$ cat src/rtl/nfifo_rr_reader.sv
// nfifo_rr_reader: round-robin reader for a multi-flow NFIFO.
// Picks one non-empty flow per cycle, tracks reads in flight for LATENCY
// cycles and collects the returned words into a 4-entry
// first-word-fall-through buffer that drives the TX handshake.
// Optional word counter: define NFIFO_RR_READER_STATS_EN to add STAT_WORDS.
module nfifo_rr_reader #(
    parameter int DATA_WIDTH = 16,
    parameter int FLOWS      = 8,
    parameter int LATENCY    = 2
) (
    input  logic                       CLK,
    input  logic                       RESET,
    input  logic [FLOWS-1:0]           FIFO_EMPTY,
    output logic [$clog2(FLOWS)-1:0]   FIFO_BLOCK_ADDR,
    output logic                       FIFO_READ,
    input  logic [DATA_WIDTH-1:0]      FIFO_DATA_OUT,
    input  logic                       FIFO_DATA_VLD,
    output logic [DATA_WIDTH-1:0]      TX_DATA,
    output logic [$clog2(FLOWS)-1:0]   TX_FLOW,
    output logic                       TX_SRC_RDY,
    input  logic                       TX_DST_RDY
`ifdef NFIFO_RR_READER_STATS_EN
    ,
    output logic [31:0]                STAT_WORDS
`endif
);

    localparam int FLOW_W    = $clog2(FLOWS);
    localparam int BUF_DEPTH = 4;

    // Arbiter state
    logic [FLOW_W-1:0] last_q;
    logic [FLOW_W-1:0] addr_q;

    // In-flight reads, stage 0 is the newest, stage LATENCY-1 meets FIFO_DATA_VLD
    logic [LATENCY-1:0]             infl_vld_q;
    logic [LATENCY-1:0][FLOW_W-1:0] infl_flow_q;

    // Output buffer
    logic [DATA_WIDTH-1:0] buf_data [BUF_DEPTH];
    logic [FLOW_W-1:0]     buf_flow [BUF_DEPTH];
    logic [1:0]            wr_ptr_q;
    logic [1:0]            rd_ptr_q;
    logic [2:0]            count_q;

    logic [FLOWS-1:0]  busy_mask;
    logic [2:0]        infl_cnt;
    logic              grant_found;
    logic [FLOW_W-1:0] grant_flow;
    logic [FLOW_W-1:0] cand;
    logic [2:0]        free_slots;
    logic              issue;
    logic              wr_en;
    logic              rd_en;

    // Flows with a read already in flight, and how many reads are outstanding
    always_comb begin
        // NOTE: every signal assigned here gets a default first, so no path leaves it unassigned and no latch is inferred.
        busy_mask = '0;
        infl_cnt  = '0;
        for (int s = 0; s < LATENCY; s++) begin
            if (infl_vld_q[s]) begin
                busy_mask[infl_flow_q[s]] = 1'b1;
                infl_cnt = infl_cnt + 3'd1;
            end
        end
    end

    // Round-robin search starting one past the last granted flow
    always_comb begin
        grant_found = 1'b0;
        grant_flow  = last_q;
        cand        = '0;
        for (int k = 1; k <= FLOWS; k++) begin
            cand = last_q + FLOW_W'(k);
            if (!grant_found && !FIFO_EMPTY[cand] && !busy_mask[cand]) begin
                grant_found = 1'b1;
                grant_flow  = cand;
            end
        end
    end

    // A read is only launched when its word is guaranteed a buffer slot
    assign free_slots = 3'd4 - count_q;
    assign issue      = !RESET && grant_found && (free_slots > infl_cnt);
    assign wr_en      = infl_vld_q[LATENCY-1] && FIFO_DATA_VLD;
    assign rd_en      = TX_SRC_RDY && TX_DST_RDY;

    assign FIFO_READ       = issue;
    assign FIFO_BLOCK_ADDR = RESET ? '0 : (issue ? grant_flow : addr_q);
    assign TX_SRC_RDY      = !RESET && (count_q != 3'd0);
    assign TX_DATA         = TX_SRC_RDY ? buf_data[rd_ptr_q] : '0;
    assign TX_FLOW         = TX_SRC_RDY ? buf_flow[rd_ptr_q] : '0;

    // Last-granted pointer and held block address move only on a read
    always_ff @(posedge CLK) begin
        // NOTE: sequential state uses non-blocking assignments so every flop samples pre-edge values.
        if (RESET) begin
            last_q <= FLOW_W'(FLOWS - 1);
            addr_q <= '0;
        end else if (issue) begin
            last_q <= grant_flow;
            addr_q <= grant_flow;
        end
    end

    // Shift register of outstanding reads
    always_ff @(posedge CLK) begin
        if (RESET) begin
            infl_vld_q  <= '0;
            infl_flow_q <= '0;
        end else begin
            infl_vld_q[0]  <= issue;
            infl_flow_q[0] <= grant_flow;
            for (int s = 1; s < LATENCY; s++) begin
                infl_vld_q[s]  <= infl_vld_q[s-1];
                infl_flow_q[s] <= infl_flow_q[s-1];
            end
        end
    end

    // Buffer storage, written when the oldest in-flight read returns data
    always_ff @(posedge CLK) begin
        // NOTE: storage is not reset; occupancy and pointers alone decide which entries are meaningful.
        if (wr_en) begin
            buf_data[wr_ptr_q] <= FIFO_DATA_OUT;
            buf_flow[wr_ptr_q] <= infl_flow_q[LATENCY-1];
        end
    end

    // Buffer pointers and occupancy; write and transfer may coincide
    always_ff @(posedge CLK) begin
        if (RESET) begin
            wr_ptr_q <= '0;
            rd_ptr_q <= '0;
            count_q  <= '0;
        end else begin
            if (wr_en) wr_ptr_q <= wr_ptr_q + 2'd1;
            if (rd_en) rd_ptr_q <= rd_ptr_q + 2'd1;
            count_q <= count_q + {2'b00, wr_en} - {2'b00, rd_en};
        end
    end

`ifdef NFIFO_RR_READER_STATS_EN
    logic [31:0] stat_q;

    // Count transferred words, wrapping naturally at 2^32
    always_ff @(posedge CLK) begin
        if (RESET) stat_q <= '0;
        else if (rd_en) stat_q <= stat_q + 32'd1;
    end

    assign STAT_WORDS = stat_q;
`endif

endmodule

$ cat config.mk
export PLATFORM = sky130hd
export DESIGN_NAME = nfifo_rr_reader
export DESIGN_NICKNAME = d
export VERILOG_FILES = /design/src/rtl/nfifo_rr_reader.sv
export SDC_FILE = /design/constraint.sdc
export NUM_CORES = 1
export LEC_CHECK = 0
export ABC_AREA = 0
export BUFFER_PORTS_ARGS = -buffer_cell sky130_fd_sc_hd__buf_2
export CAP_MARGIN = 20
export CORE_MARGIN = 4
export CORE_UTILIZATION = 55
export CTS_BUF_LIST = sky130_fd_sc_hd__clkbuf_4
export DETAILED_ROUTE_END_ITERATION = 16
export GPL_TIMING_DRIVEN = 0
export PLACE_DENSITY = 0.86
export SETUP_SLACK_MARGIN = 0.02
export SYNTH_ARGS = -nofsm -noshare
export SYNTH_HDL_FRONTEND = slang
export SYNTH_SLANG_ARGS = --single-unit
$ cat constraint.sdc
create_clock -name CLK -period 3.9 [get_ports CLK]
set_clock_uncertainty 0.05 [all_clocks]
set_input_delay 0.39 -clock CLK [delete_from_list [all_inputs] [get_ports CLK]]
set_output_delay 0.39 -clock CLK [all_outputs]
set_load 0.05 [all_outputs]
# [Word level (Yosys, flattened, before mapping)]
# Memories as Yosys holds them, arrays and structs flattened. A register that Yosys moved wholly into a read port is not among the register bits.
# Cells that the tools add are included.
[totals] regBits=21 latch_bits=0 mem_bits_rw=76 romBits=0 in_bits=28 output_inout_bits=24 elab_cells=150 n_memories=2
[mem_list] memory="buf_data" depth=4 word_bits=16 rd=1 rd_clocked_by_memory_dff=1 wr=1 line="40" source="logic [DATA_WIDTH-1:0] buf_data [BUF_DEPTH];"
[mem_list] memory="buf_flow" depth=4 word_bits=3 rd=1 rd_clocked_by_memory_dff=1 wr=1 line="41" source="logic [FLOW_W-1:0] buf_flow [BUF_DEPTH];"
[classes] add_sub_neg=13 n_mul=0 div=0 n_lt_le_gt_ge=13 n_eq_ne=0 n_shift=0 mux=66 bitwise_logic=1 n_reduce_logical=47
[ops] operator="$bmux W1 S3" n=16
[ops] operator="$lt A3 B4 Y1 const B" n=10
[ops] operator="$mux W3" n=11
[ops] operator="$mux W1" n=29
[ops] operator="$logic_not A1 Y1" n=24
[ops] operator="$logic_and A1 B1 Y1" n=22
[ops] operator="$mux W16" n=1
[ops] operator="$mux W8" n=2
[ops] operator="$add A3 B3 Y3 const B" n=4
[ops] operator="$mux W2" n=5
[ops] operator="$or A8 B8 Y8" n=1
[ops] operator="$add A3 B2 Y3 const B" n=2
[ops] operator="$demux W1 S3" n=2
[ops] operator="$ge A3 B1 Y1 const B" n=2
[ops] operator="$add A2 B1 Y2 const B" n=2
[ops] operator="$add A3 B1 Y3" n=1
[ops] operator="$add A3 B1 Y3 const B" n=1
[ops] operator="$gt A3 B3 Y1" n=1
[ops] operator="$reduce_bool A3 Y1" n=1
[ops] operator="$sub A3 B1 Y3" n=1
[ops] operator="$sub A3 B3 Y3 const A" n=1
[ops] operator="$add A1 B1 Y2 const B" n=1

# [Depth between registers and ports, before layout]
# Gate-level depths: netlist of the first run.
[logic_depth] ltp_word=44 depth_mapped=13 mapped_depth_nobuf=13

# [Worst setup path before layout of the first run]
# OpenSTA, ideal clock, no wires.
[synth_timing] kind="register to output" start="register last_q[0]" end="output FIFO_BLOCK_ADDR[1]" arrival_ps=3762 t_required_ps=3460 path_slack_ps=-302 stages_incl_launch_ff=13 n_path_buf=2 path_cell_list="dfxtp_1 > inv_2 > ha_1 > clkbuf_1 > nor2_1 > a221oi_1 > or4_4 > nand4b_4 > o41a_1 > buf_6 > nand2b_4 > a211oi_2 > nor3_1"
[synth_between] elab_chain_len=38 elab_cells_between_ends=97 classes_between="add/sub (7); mux (50); reduce/logical (40)"
[synth_lines] item="start, declared" line="32" source="logic [FLOW_W-1:0] last_q;"
[synth_lines] item="start signal, assigned" line="99" source="last_q <= FLOW_W'(FLOWS - 1);"
[synth_lines] item="start signal, assigned" line="102" source="last_q <= grant_flow;"
[synth_lines] item="$add A3 B1 Y3" line="75" source="cand = last_q + FLOW_W'(k);"
[synth_lines] item="$bmux W1 S3" line="76" source="if (!grant_found && !FIFO_EMPTY[cand] && !busy_mask[cand]) begin"
[synth_lines] item="$mux W1 (implied by the code)" line="76"
[synth_lines] item="$logic_not A1 Y1" line="76"
[synth_lines] item="$logic_and A1 B1 Y1" line="76"
[synth_lines] item="$mux W1" line="76"
[synth_lines] item="$logic_not A1 Y1" line="76"
[synth_lines] item="$logic_and A1 B1 Y1 (2 in series)" line="76"
[synth_lines] item="[... 18 more ...]"
[synth_lines] item="$logic_and A1 B1 Y1 (2 in series)" line="76"
[synth_lines] item="$mux W1" line="76"
[synth_lines] item="$logic_not A1 Y1" line="76"
[synth_lines] item="$logic_and A1 B1 Y1 (2 in series)" line="76"
[synth_lines] item="$mux W1 *" line="76"
[synth_lines] item="$logic_and A1 B1 Y1 * (2 in series)" line="85" source="assign issue = !RESET && grant_found && (free_slots > infl_cnt);"
[synth_lines] item="net FIFO_READ" line="15" source="output logic FIFO_READ,"
[synth_lines] item="$mux W3 * (2 in series)"
[synth_lines] item="end, declared" line="14" source="output logic [$clog2(FLOWS)-1:0] FIFO_BLOCK_ADDR,"
# The timed path passes the listed nets; every way through them passes the cells marked *. The select of a mux whose other input is x is not followed.

# [Final worst setup path of the first run]
[layout_timing] start="register last_q[0]" end="output FIFO_BLOCK_ADDR[1]"
[layout_between] elab_chain_len=38 elab_cells_between_ends=97 classes_between="add/sub (7); mux (50); reduce/logical (40)"
[layout_lines] item="$add A3 B1 Y3" line="75"
[layout_lines] item="$bmux W1 S3" line="76"
[layout_lines] item="$mux W1 (implied by the code)" line="76"
[layout_lines] item="$logic_not A1 Y1" line="76"
[layout_lines] item="$logic_and A1 B1 Y1" line="76"
[layout_lines] item="$mux W1" line="76"
[layout_lines] item="$logic_not A1 Y1" line="76"
[layout_lines] item="$logic_and A1 B1 Y1 (2 in series)" line="76"
[layout_lines] item="[... 17 more ...]"
[layout_lines] item="$logic_not A1 Y1" line="76"
[layout_lines] item="$logic_and A1 B1 Y1 (2 in series)" line="76"
[layout_lines] item="$mux W1" line="76"
[layout_lines] item="$logic_not A1 Y1" line="76"
[layout_lines] item="$logic_and A1 B1 Y1 (2 in series)" line="76"
[layout_lines] item="$mux W1" line="76"
[layout_lines] item="$logic_and A1 B1 Y1 (2 in series)" line="85"
[layout_lines] item="$mux W3 * (2 in series)"
# Every way passes the cells marked *; elsewhere a longest branch is shown, timed or not. The select of a mux whose other input is x is not followed.

==> results of run 1 <==
-- final timing paths --
| path | end | slack, ns | cells after the start |
|---|---|---|---|
| worst max-delay path | FIFO_BLOCK_ADDR[1] | 0.09 | 12 |
| worst min-delay path | buf_data[2][14]$_DFFE_PP_ | 0.09 | 1 |
| worst max register to register | last_q[1]$_SDFFE_PP1N_ | 0.88 | 12 |
| worst min register to register | addr_q[2]$_DFF_P_ | 0.45 | 2 |
-- area by class of cell --
type,instances,area share
plain buffers,14,0.01401
clock buffers,9,0.01113
clock inverters,6,0.01237
inverters,16,0.01319
multi-input cells,250,0.4056
flip-flops and latches,99,0.4571
well taps,108,0.02226
repair buffers,67,0.06430
-- cell usage after synthesis (2+ instances only) --
master / instances
o21a_1: 2
nor4b_1: 2
nand3_1: 5
a22oi_1: 4
inv_2: 3
buf_6: 2
o21ai_0: 3
o21bai_1: 2
inv_1: 13
o21ai_1: 2
dfxtp_1: 23
nor3_1: 7
o2bb2ai_1: 2
clkbuf_1: 9
o31a_1: 2
and3_1: 5
buf_2: 2
nand4b_1: 6
nand2_1: 18
nor2b_1: 7
a221oi_1: 3
nor2_1: 21
a211oi_2: 2
xnor2_1: 7
a21o_1: 2
and2_1: 25
mux4_2: 26
o211ai_1: 3
o211a_1: 2
nand2b_1: 7
o41a_1: 2
nand3b_1: 5
mux2i_1: 9
ha_1: 13
a21oi_1: 10
edfxtp_1: 76
nand4bb_1: 5
nand4_1: 6
o221ai_1: 2
or2_1: 2
-- routing by layer --
| layer | part of all wire | up-vias |
|---|---|---|
| met5 | 0 | - |
| met4 | 0.031 | 0 |
| met3 | 0.068 | 38 |
| met2 | 0.50 | 174 |
| met1 | 0.40 | 1763 |
| li1 | - | 1639 |
-- kinds of logic (layout without fill, tap and decap cells) --
kind of cell / Yosys count / after routing / synth area share
compound gates: 56 / 56 / 0.08703
xor+xnor: 8 / 8 / 0.01365
fa+ha+maj: 14 / 14 / 0.03559
buf+inv: 30 / 112 / 0.02535
flops: 99 / 99 / 0.5344
mux: 37 / 37 / 0.1368
simple gates: 135 / 135 / 0.1672
-- flip-flops by register name (all words and copies together) (netlist names), named ones only --
name and cells:
buf_flow 12, infl_flow_q 6, count_q 3, rd_ptr_q 2, buf_data 64, addr_q 3, last_q 3, infl_vld_q 2
wr_ptr_q 2
-- power by group --
group | internal [mW] | total, mW | switching, mW
sequential | 1.26 | 1.38 | 0.120
clock | 0.201 | 0.539 | 0.338
combinational | 1.14 | 2.69 | 1.54
-- metrics by stage --
step | total power [mW] | std cells | TNS, ns | cell area (sq um)
detailed placement | 3.549 | 538 | -0.2669 | 5532
CTS | 4.277 | 559 | 0 | 5832
finish | 4.605 | 569 | 0 | 6071
global placement | 3.498 | 538 | -0.1744 | 5532
floorplan | 3.090 | 379 | 0 | 5141
global route | 4.888 | 569 | -0.1136 | 6071
-- placed cells by master, fill, tap and decap left out, types with 7 or more instances in the layout --
master,instances
dfxtp_1,13
and2_1,25
nand2_1,17
a21oi_1,7
clkbuf_1,7
nand2b_1,7
nor2b_1,7
ha_1,12
mux4_2,26
clkbuf_4,10
edfxtp_1,76
inv_1,13
nor2_1,18
mux2i_1,8
dfxtp_4,8
buf_4,17
buf_2,49
-- worst max-delay path, delay by kind of cell, from the launching register on --
family | cells | cell delay [ns]
xor+xnor | 1 | 0.24
buf+inv | 2 | 0.24
simple gates | 4 | 1.30
flops | 1 | 0.40
fa+ha+maj | 1 | 0.20
compound gates | 4 | 0.54
-- timing repair --
item / 4_1_cts / 5_1_grt
pin swaps: 4 / 13
setup buffers: 6 / 10
endpoints found under the setup margin: 4 / 11
resized for setup: 36 / 41
==> key figures, run 1 <==
Synth
  – Post-Syn Area: 5132 sq um
  – Synth top area share: 0.4447
  – Cells after synthesis: 379
  – Synth warn: 0
  – Top cells by area, synth: edfxtp_1, mux4_2, dfxtp_1, ha_1, and2_1
  – Distinct cells, synth: 72
  – Synth area leader: edfxtp_1
  – Post-synth EDFFs: 76
  – Primary FF master, synth: edfxtp_1
  – Synthesized flop and latch total: 99
  – Post-Syn Area per Cell: 13.54 sq um
  – Synth Net Count: 421
  – Seq/Total Area, Yosys: 0.5344
  – Post-synthesis async set-or-reset flop share: 0

Global routing
  – Vias in the first global route: 3558
  – Met1 usage: 0.2691
  – M3 GR Usage: 0.04747
  – GRT Max-Usage Layer: met2
  – Largest net degree at the start of global routing: 20
  – Grt met2 use: 0.3473
  – GRT Overall Usage: 0.2067
  – Initial antenna violation count: 0
  – GR Overflow Total: 0
  – First-pass GRT wire length: 17930 um

Route
  – DR DRC count: 0
  – Vias: 3614
  – Post-Route WL: 11560 um
  – Drt wl/cell: 20.31 um
  – Initial DRC Count: 345
  – DRT Pass-1 Iters: 5
  – DRT antenna net count: 0
  – Via density: 6.351

Placed design
  – Placer Congestion: 0.8874
  – Final HPWL DP: 7977 um
  – DP Worst Slack: -0.1026 ns
  – Port buffer count: 51

STA
  – Min Hold Slack: 0.09451 ns
  – RSZ-0062 raised after global routing: true
  – Final setup viols: 0
  – Peak Freq: 262.3 MHz
  – Hold Violations, Final: 0
  – Worst-Margin Slew: 1.037 ns
  – Final Critical Period: 3.812 ns
  – Period utilisation layout: 0.9775
  – Worst rel slew slack: 0.3084
  – Setup WS post-layout: 0.08774 ns
  – Final Max Tran Viols: 0

Min path
  – Worst hold start: FIFO_DATA_OUT[14]
  – Worst min-delay path category: primary input to flip-flop

Die
  – I/O pin count: 52
  – Die extent in x: 104.6 um
  – Die Y: 104.6 um
  – Starting Density: 0.5773
  – Placeable Area: 8891 sq um
  – # rows: 34
  – Die Footprint: 10940 sq um

Setup path
  – Critical path fanouts, max: 10
  – CP startpoint kind: flip-flop
  – Max stage delay cell, worst path: or4_4
  – Most used cell, CP: or4_4
  – Worst Setup SP: last_q[0]$_SDFFE_PP1N_
  – WP data arrival: 3.37 ns
  – Crit Path Class: flip-flop to output pin
  – Slowest cell delay on critical path: 0.60 ns
  – CP Capture Type: output pin
  – Origin of the critical flop-to-flop path: last_q[0]$_SDFFE_PP1N_
  – CP required: 3.46 ns
  – Cell Chain, Critical Path: inv_8 > ha_4 > xnor2_4 > nand2b_1 > a221oi_2 > or4_4 > or4_4 > a21oi_4 > o31ai_4 > a211oi_2 > nor3_2 > buf_6

Final layout
  – Fillers: 594
  – Area grow syn2layout: 18.28%
  – Nets@finish: 499
  – Share of layout cells above drive strength 1: 0.3644
  – Register area: 2775 sq um
  – Final antenna diode count: 0
  – Core Util, Final: 0.6828
  – Area of the multi-input gates: 2462 sq um

Pwr
  – Leakage power: 2.222 nW
  – Worst IR drop on VDD: 0.6301 mV
  – PwrDens: 758.5 nW/um^2

Clocking
  – CTS Buf Count: 9
  – Clock Latency Late Sink: 0.43 ns
  – Root Driver: clkbuf_4
  – Hold_buf cts: 0
  – Clock slew at reported path FFs: 0.17 ns
  – CTS Buffer Depth: 2
  – CTS H-tree depth: 3
  – Clock sinks: 99
  – CTS tree: built

Run status
  – Status: finished, final reports clean

Run
  – Max_cap viols: 0
No activity file was read; power rests on OpenSTA's default activity.
==> run 2, diff against run 1 <==
--- a/config.mk
+++ b/config.mk
@@ -10,7 +10,6 @@
 export CAP_MARGIN = 20
 export CORE_MARGIN = 4
 export CORE_UTILIZATION = 55
-export CTS_BUF_LIST = sky130_fd_sc_hd__clkbuf_4
 export DETAILED_ROUTE_END_ITERATION = 16
 export GPL_TIMING_DRIVEN = 0
 export PLACE_DENSITY = 0.86
==> key figures, run 2 (synthesized netlist as in run 1, its figures left out) <==
STA
  – Worst rel slew slack: 0.3132
  – Peak Freq: 264.4 MHz
  – Final Max Tran Viols: 0
  – Hold Violations, Final: 0
  – Setup WS post-layout: 0.1184 ns
  – Min Hold Slack: 0.1878 ns
  – Final setup viols: 0
  – Setup TNS: 0 ns
  – Final Critical Period: 3.782 ns
  – Period utilisation layout: 0.9696
  – RSZ-0062 raised after global routing: false
  – Worst-Margin Slew: 1.030 ns

Placed design
  – Port buffer count: 51
  – DP Worst Slack: -0.1026 ns
  – Placed cell area: 5532 sq um
  – Placed Cells: 538
  – Placer Congestion: 0.8874
  – Final HPWL DP: 7977 um

Clocking
  – Clock slew at reported path FFs: 0.10 ns
  – Root Driver: clkbuf_8
  – CTS H-tree depth: 3
  – CTS Buffer Depth: 2
  – Clock sinks: 99
  – Hold_buf cts: 0
  – CTS Buf Count: 9
  – CTS tree: built
  – Clock Latency Late Sink: 0.36 ns

Route
  – Drt wl/cell: 20.39 um
  – DR DRC count: 0
  – DRT Pass-1 Iters: 5
  – Vias: 3530
  – Post-Route WL: 11420 um
  – DRT antenna net count: 0
  – Via density: 6.304
  – Initial DRC Count: 404

Final layout
  – Regs by FF count: buf_data: 64 flops, buf_flow: 12 flops, infl_flow_q: 6 flops
  – Most common cell after layout, fill and taps aside: edfxtp_1
  – Largest reg by FF count: buf_data
  – Fin cells: 560
  – Cell area after layout: 5952 sq um
  – Nets@finish: 490
  – Largest register FFs: 64
  – Area grow syn2layout: 15.97%
  – Final antenna diode count: 0
  – Core Util, Final: 0.6694
  – Commonest non-fill, non-tap cells in the layout: edfxtp_1, buf_2, mux4_2, and2_1, nor2_1
  – Share of layout cells above drive strength 1: 0.3274

Run
  – Max_cap viols: 0

Setup path
  – CP required: 3.46 ns
  – Critical path fanouts, max: 10
  – WP data arrival: 3.34 ns
  – CP Capture Type: output pin
  – Crit Path Class: flip-flop to output pin
  – CP startpoint kind: flip-flop

Global routing
  – GRT Overall Usage: 0.2042
  – Largest net degree at the start of global routing: 20
  – Initial antenna violation count: 0
  – First-pass GRT wire length: 17680 um
  – Vias in the first global route: 3523
  – GR Overflow Total: 0

Die
  – Die Y: 104.6 um
  – Die Footprint: 10940 sq um
  – # rows: 34
  – Die extent in x: 104.6 um
  – I/O pin count: 52
  – Placeable Area: 8891 sq um
  – Starting Density: 0.5773

Pwr
  – Leakage power: 2.176 nW
  – Total power: 4.493 mW
  – Worst IR drop on VDD: 0.6279 mV
  – PwrDens: 754.9 nW/um^2

Min path
  – Worst min-delay path category: primary input to flip-flop

Run status
  – Status: finished, final reports clean
[run 2: cell count changes in the layout (fill, tap and decap cells not counted), moves of 2 or more]
cell       change
o2bb2ai_2      -2
dfxtp_2        +6
clkbuf_8       +9
a21oi_1        +2
dfxtp_4        -6
buf_4         -10
buf_2          +2
o2bb2ai_1      +2
clkbuf_4      -10
nor2_2         +2
nor2_4         -2
[run 2: metal layers]
metal  share of wire  vias to the layer above  routed length (um)  global-route usage
met4           0.025                        0                 291             0.05904
met1            0.41                     1708                4724              0.2693
met5               0                        -                   0                   0
met3           0.065                       30                 738             0.04377
met2            0.50                      169                5666              0.3446
li1                -                     1623                   -                   -
[run 2: path summary, 6_finish.rpt]
path	start	end	slack [ns]	cells past startpoint
setup reg to reg	infl_vld_q[1]$_SDFF_PP0_	last_q[1]$_SDFFE_PP1N_	0.81	11
hold / removal	FIFO_DATA_OUT[9]	buf_data[3][9]$_DFFE_PP_	0.19	1
setup / recovery	infl_vld_q[1]$_SDFF_PP0_	FIFO_BLOCK_ADDR[1]	0.12	11
hold reg to reg	addr_q[0]$_DFF_P_	addr_q[0]$_DFF_P_	0.44	2
[run 2: where the power goes]
group	internal (mW)	switching [mW]	total, mW
combinational	1.01	1.45	2.46
sequential	1.25	0.128	1.38
clock	0.302	0.355	0.657
[run 2: layout make-up]
| class | count | area, sq um |
|---|---|---|
| Sequential cell | 99 | 2760 |
| Clock inverter | 6 | 75.07 |
| Tap cell | 108 | 135.1 |
| Timing Repair Buffer | 58 | 320.3 |
| Clock buffer | 9 | 123.9 |
| Inverter | 16 | 75.07 |
| Buffer | 14 | 77.57 |
| Multi-Input combinational cell | 250 | 2385 |
| Fill cell | 614 | 2939 |
[run 2: what timing repair did]
item                                    in CTS  in global routing
cloned                                       0                  0
buffers inserted                             3                  4
gates resized for setup                     23                 25
endpoints found under the setup margin       4                  3
pin swaps                                    3                  3
[run 2: critical path: stages (launching register included)]
cell      delay [ns]
dfxtp_2         0.38
buf_6           0.15
nand4_1         0.16
nand3b_1        0.20
o221a_1         0.30
or4_4           0.53
or4_4           0.44
a21oi_2         0.19
o31ai_4         0.08
a211oi_2        0.30
nor3_2          0.08
buf_6           0.17
==> run 3, diff against run 2 <==
--- a/config.mk
+++ b/config.mk
@@ -10,9 +10,9 @@
 export CAP_MARGIN = 20
 export CORE_MARGIN = 4
 export CORE_UTILIZATION = 55
+export CTS_BUF_LIST = sky130_fd_sc_hd__clkbuf_8 sky130_fd_sc_hd__clkbuf_16
 export DETAILED_ROUTE_END_ITERATION = 16
-export GPL_TIMING_DRIVEN = 0
-export PLACE_DENSITY = 0.86
+export PLACE_DENSITY = 0.82
 export SETUP_SLACK_MARGIN = 0.02
 export SYNTH_ARGS = -nofsm -noshare
 export SYNTH_HDL_FRONTEND = slang
==> key figures, run 3 (synthesized netlist as in run 1, its figures left out) <==
Run status
  – Status: finished, final reports clean

Global routing
  – GR Overflow Total: 0
  – GRT Overall Usage: 0.1949
  – Vias in the first global route: 3455
  – Initial antenna violation count: 0
  – First-pass GRT wire length: 17090 um
  – Largest net degree at the start of global routing: 24

Clocking
  – CTS H-tree depth: 3
  – Clock Latency Late Sink: 0.35 ns
  – Root Driver: clkbuf_8
  – CTS Buffer Depth: 2
  – CTS tree: built
  – Clock sinks: 99
  – Clock slew at reported path FFs: 0.10 ns
  – CTS Buf Count: 9

Route
  – Via density: 6.300
  – Initial DRC Count: 401
  – DR DRC count: 0
  – DRT Pass-1 Iters: 5
  – Drt wl/cell: 19.12 um
  – DRT antenna net count: 0
  – Vias: 3484
  – Post-Route WL: 10570 um

Placed design
  – Placer Congestion: 0.8992
  – Port buffer count: 51
  – Final HPWL DP: 7570 um
  – DP Worst Slack: 0.2217 ns
  – Placed cell area: 5522 sq um

Final layout
  – Commonest non-fill, non-tap cells in the layout: edfxtp_1, buf_2, mux4_2, and2_1, nor2_1
  – Regs by FF count: buf_data: 64 flops, buf_flow: 12 flops, infl_flow_q: 6 flops
  – Largest register FFs: 64
  – Nets@finish: 482
  – Share of layout cells above drive strength 1: 0.3213
  – Area grow syn2layout: 14.48%
  – Fillers: 626
  – Cell area after layout: 5876 sq um
  – Final antenna diode count: 0
  – Largest reg by FF count: buf_data
  – Most common cell after layout, fill and taps aside: edfxtp_1

Setup path
  – Worst r2r path cells: 10
  – Critical path fanouts, max: 10
  – CP startpoint kind: flip-flop
  – Crit Path Class: flip-flop to output pin
  – R2r setup slk: 0.95 ns
  – CP required: 3.46 ns
  – R2r endpoint: last_q[1]$_SDFFE_PP1N_
  – WP data arrival: 3.29 ns
  – Origin of the critical flop-to-flop path: infl_vld_q[0]$_SDFF_PP0_
  – Worst Setup EP: FIFO_BLOCK_ADDR[1]
  – CP Capture Type: output pin
  – Worst Setup SP: infl_vld_q[0]$_SDFF_PP0_

Die
  – Die extent in x: 104.6 um
  – # rows: 34
  – Starting Density: 0.5773
  – Die Footprint: 10940 sq um
  – I/O pin count: 52
  – Die Y: 104.6 um
  – Placeable Area: 8891 sq um

STA
  – Period utilisation layout: 0.9559
  – Worst rel slew slack: 0.3334
  – Hold Violations, Final: 0
  – Final setup viols: 0
  – Final Critical Period: 3.728 ns
  – Final Max Tran Viols: 0
  – Peak Freq: 268.3 MHz
  – Worst-Margin Slew: 1.000 ns
  – Setup WS post-layout: 0.1722 ns

Pwr
  – PwrDens: 736.9 nW/um^2
  – Worst IR drop on VDD: 0.6334 mV
  – Total power: 4.330 mW
  – Leakage power: 2.167 nW

Run
  – Max_cap viols: 0

Min path
  – Worst min-delay path category: primary input to flip-flop
-- run 3: worst min path at each step --
stage / start / end / slack [ns] / depth (start not counted)
after detailed placement: addr_q[2]$_DFF_P_ / addr_q[2]$_DFF_P_ / 0.42 / 2
after CTS: FIFO_DATA_OUT[7] / buf_data[1][7]$_DFFE_PP_ / 0.18 / 1
after global routing: FIFO_DATA_OUT[5] / buf_data[2][5]$_DFFE_PP_ / 0.18 / 1
after floorplan: wr_ptr_q[1]$_SDFFE_PP0P_ / wr_ptr_q[1]$_SDFFE_PP0P_ / 0.42 / 2
after global placement: addr_q[2]$_DFF_P_ / addr_q[2]$_DFF_P_ / 0.42 / 2
final: FIFO_DATA_OUT[5] / buf_data[0][5]$_DFFE_PP_ / 0.20 / 1
-- run 3: final cells by class --
type / instances / area, sq um / area share
flip-flops and latches: 99 / 2763 / 0.4702
inverters: 16 / 60.06 / 0.01022
repair buffers: 64 / 359.1 / 0.06112
clock buffers: 9 / 123.9 / 0.02108
clock inverters: 7 / 65.06 / 0.01107
well taps: 108 / 135.1 / 0.02300
multi-input cells: 250 / 2370 / 0.4033
-- run 3: critical path, cell delays in order (launching register included) --
cell	delay, ns
dfxtp_2	0.39
nor4b_4	0.16
or3_1	0.43
mux4_2	0.49
mux2_4	0.31
nand4b_4	0.17
o41a_1	0.28
buf_4	0.17
nand2b_4	0.05
a211oi_2	0.20
nor3_2	0.09
buf_6	0.17
-- run 3: timing repair --
action	CTS	global route
hold buffers	0	0
pin swaps	1	6
setup endpoints to repair	3	3
gates resized for setup	7	24
buffers inserted	2	3
-- run 3: per-stage QoR --
step / TNS (ns) / cells / utilization / hold slack, ns
6_report: 0 / 553 / 0.6609 / 0.1971
5_1_grt: -0.04290 / 553 / 0.6609 / 0.1774
4_1_cts: 0 / 550 / 0.6466 / 0.1836
3_5_place_dp: 0 / 532 / 0.6210 / 0.4247
3_3_place_gp: 0 / 532 / 0.6210 / 0.4161
2_1_floorplan: 0 / 379 / - / 0.4192
-- run 3: power breakdown --
group	leakage, nW	internal (mW)	switching, mW
Clock	0.0917	0.242	0.353
Combinational	1.19	0.963	1.40
Sequential	0.881	1.25	0.117
Total	2.17	2.46	1.87
-- run 3: per-layer routing --
metal,part of all wire,wire length (um),track usage
met3,0.060,633,0.03514
met2,0.51,5425,0.3335
met1,0.41,4363,0.2582
met5,0,0,0
met4,0.014,150,0.05436
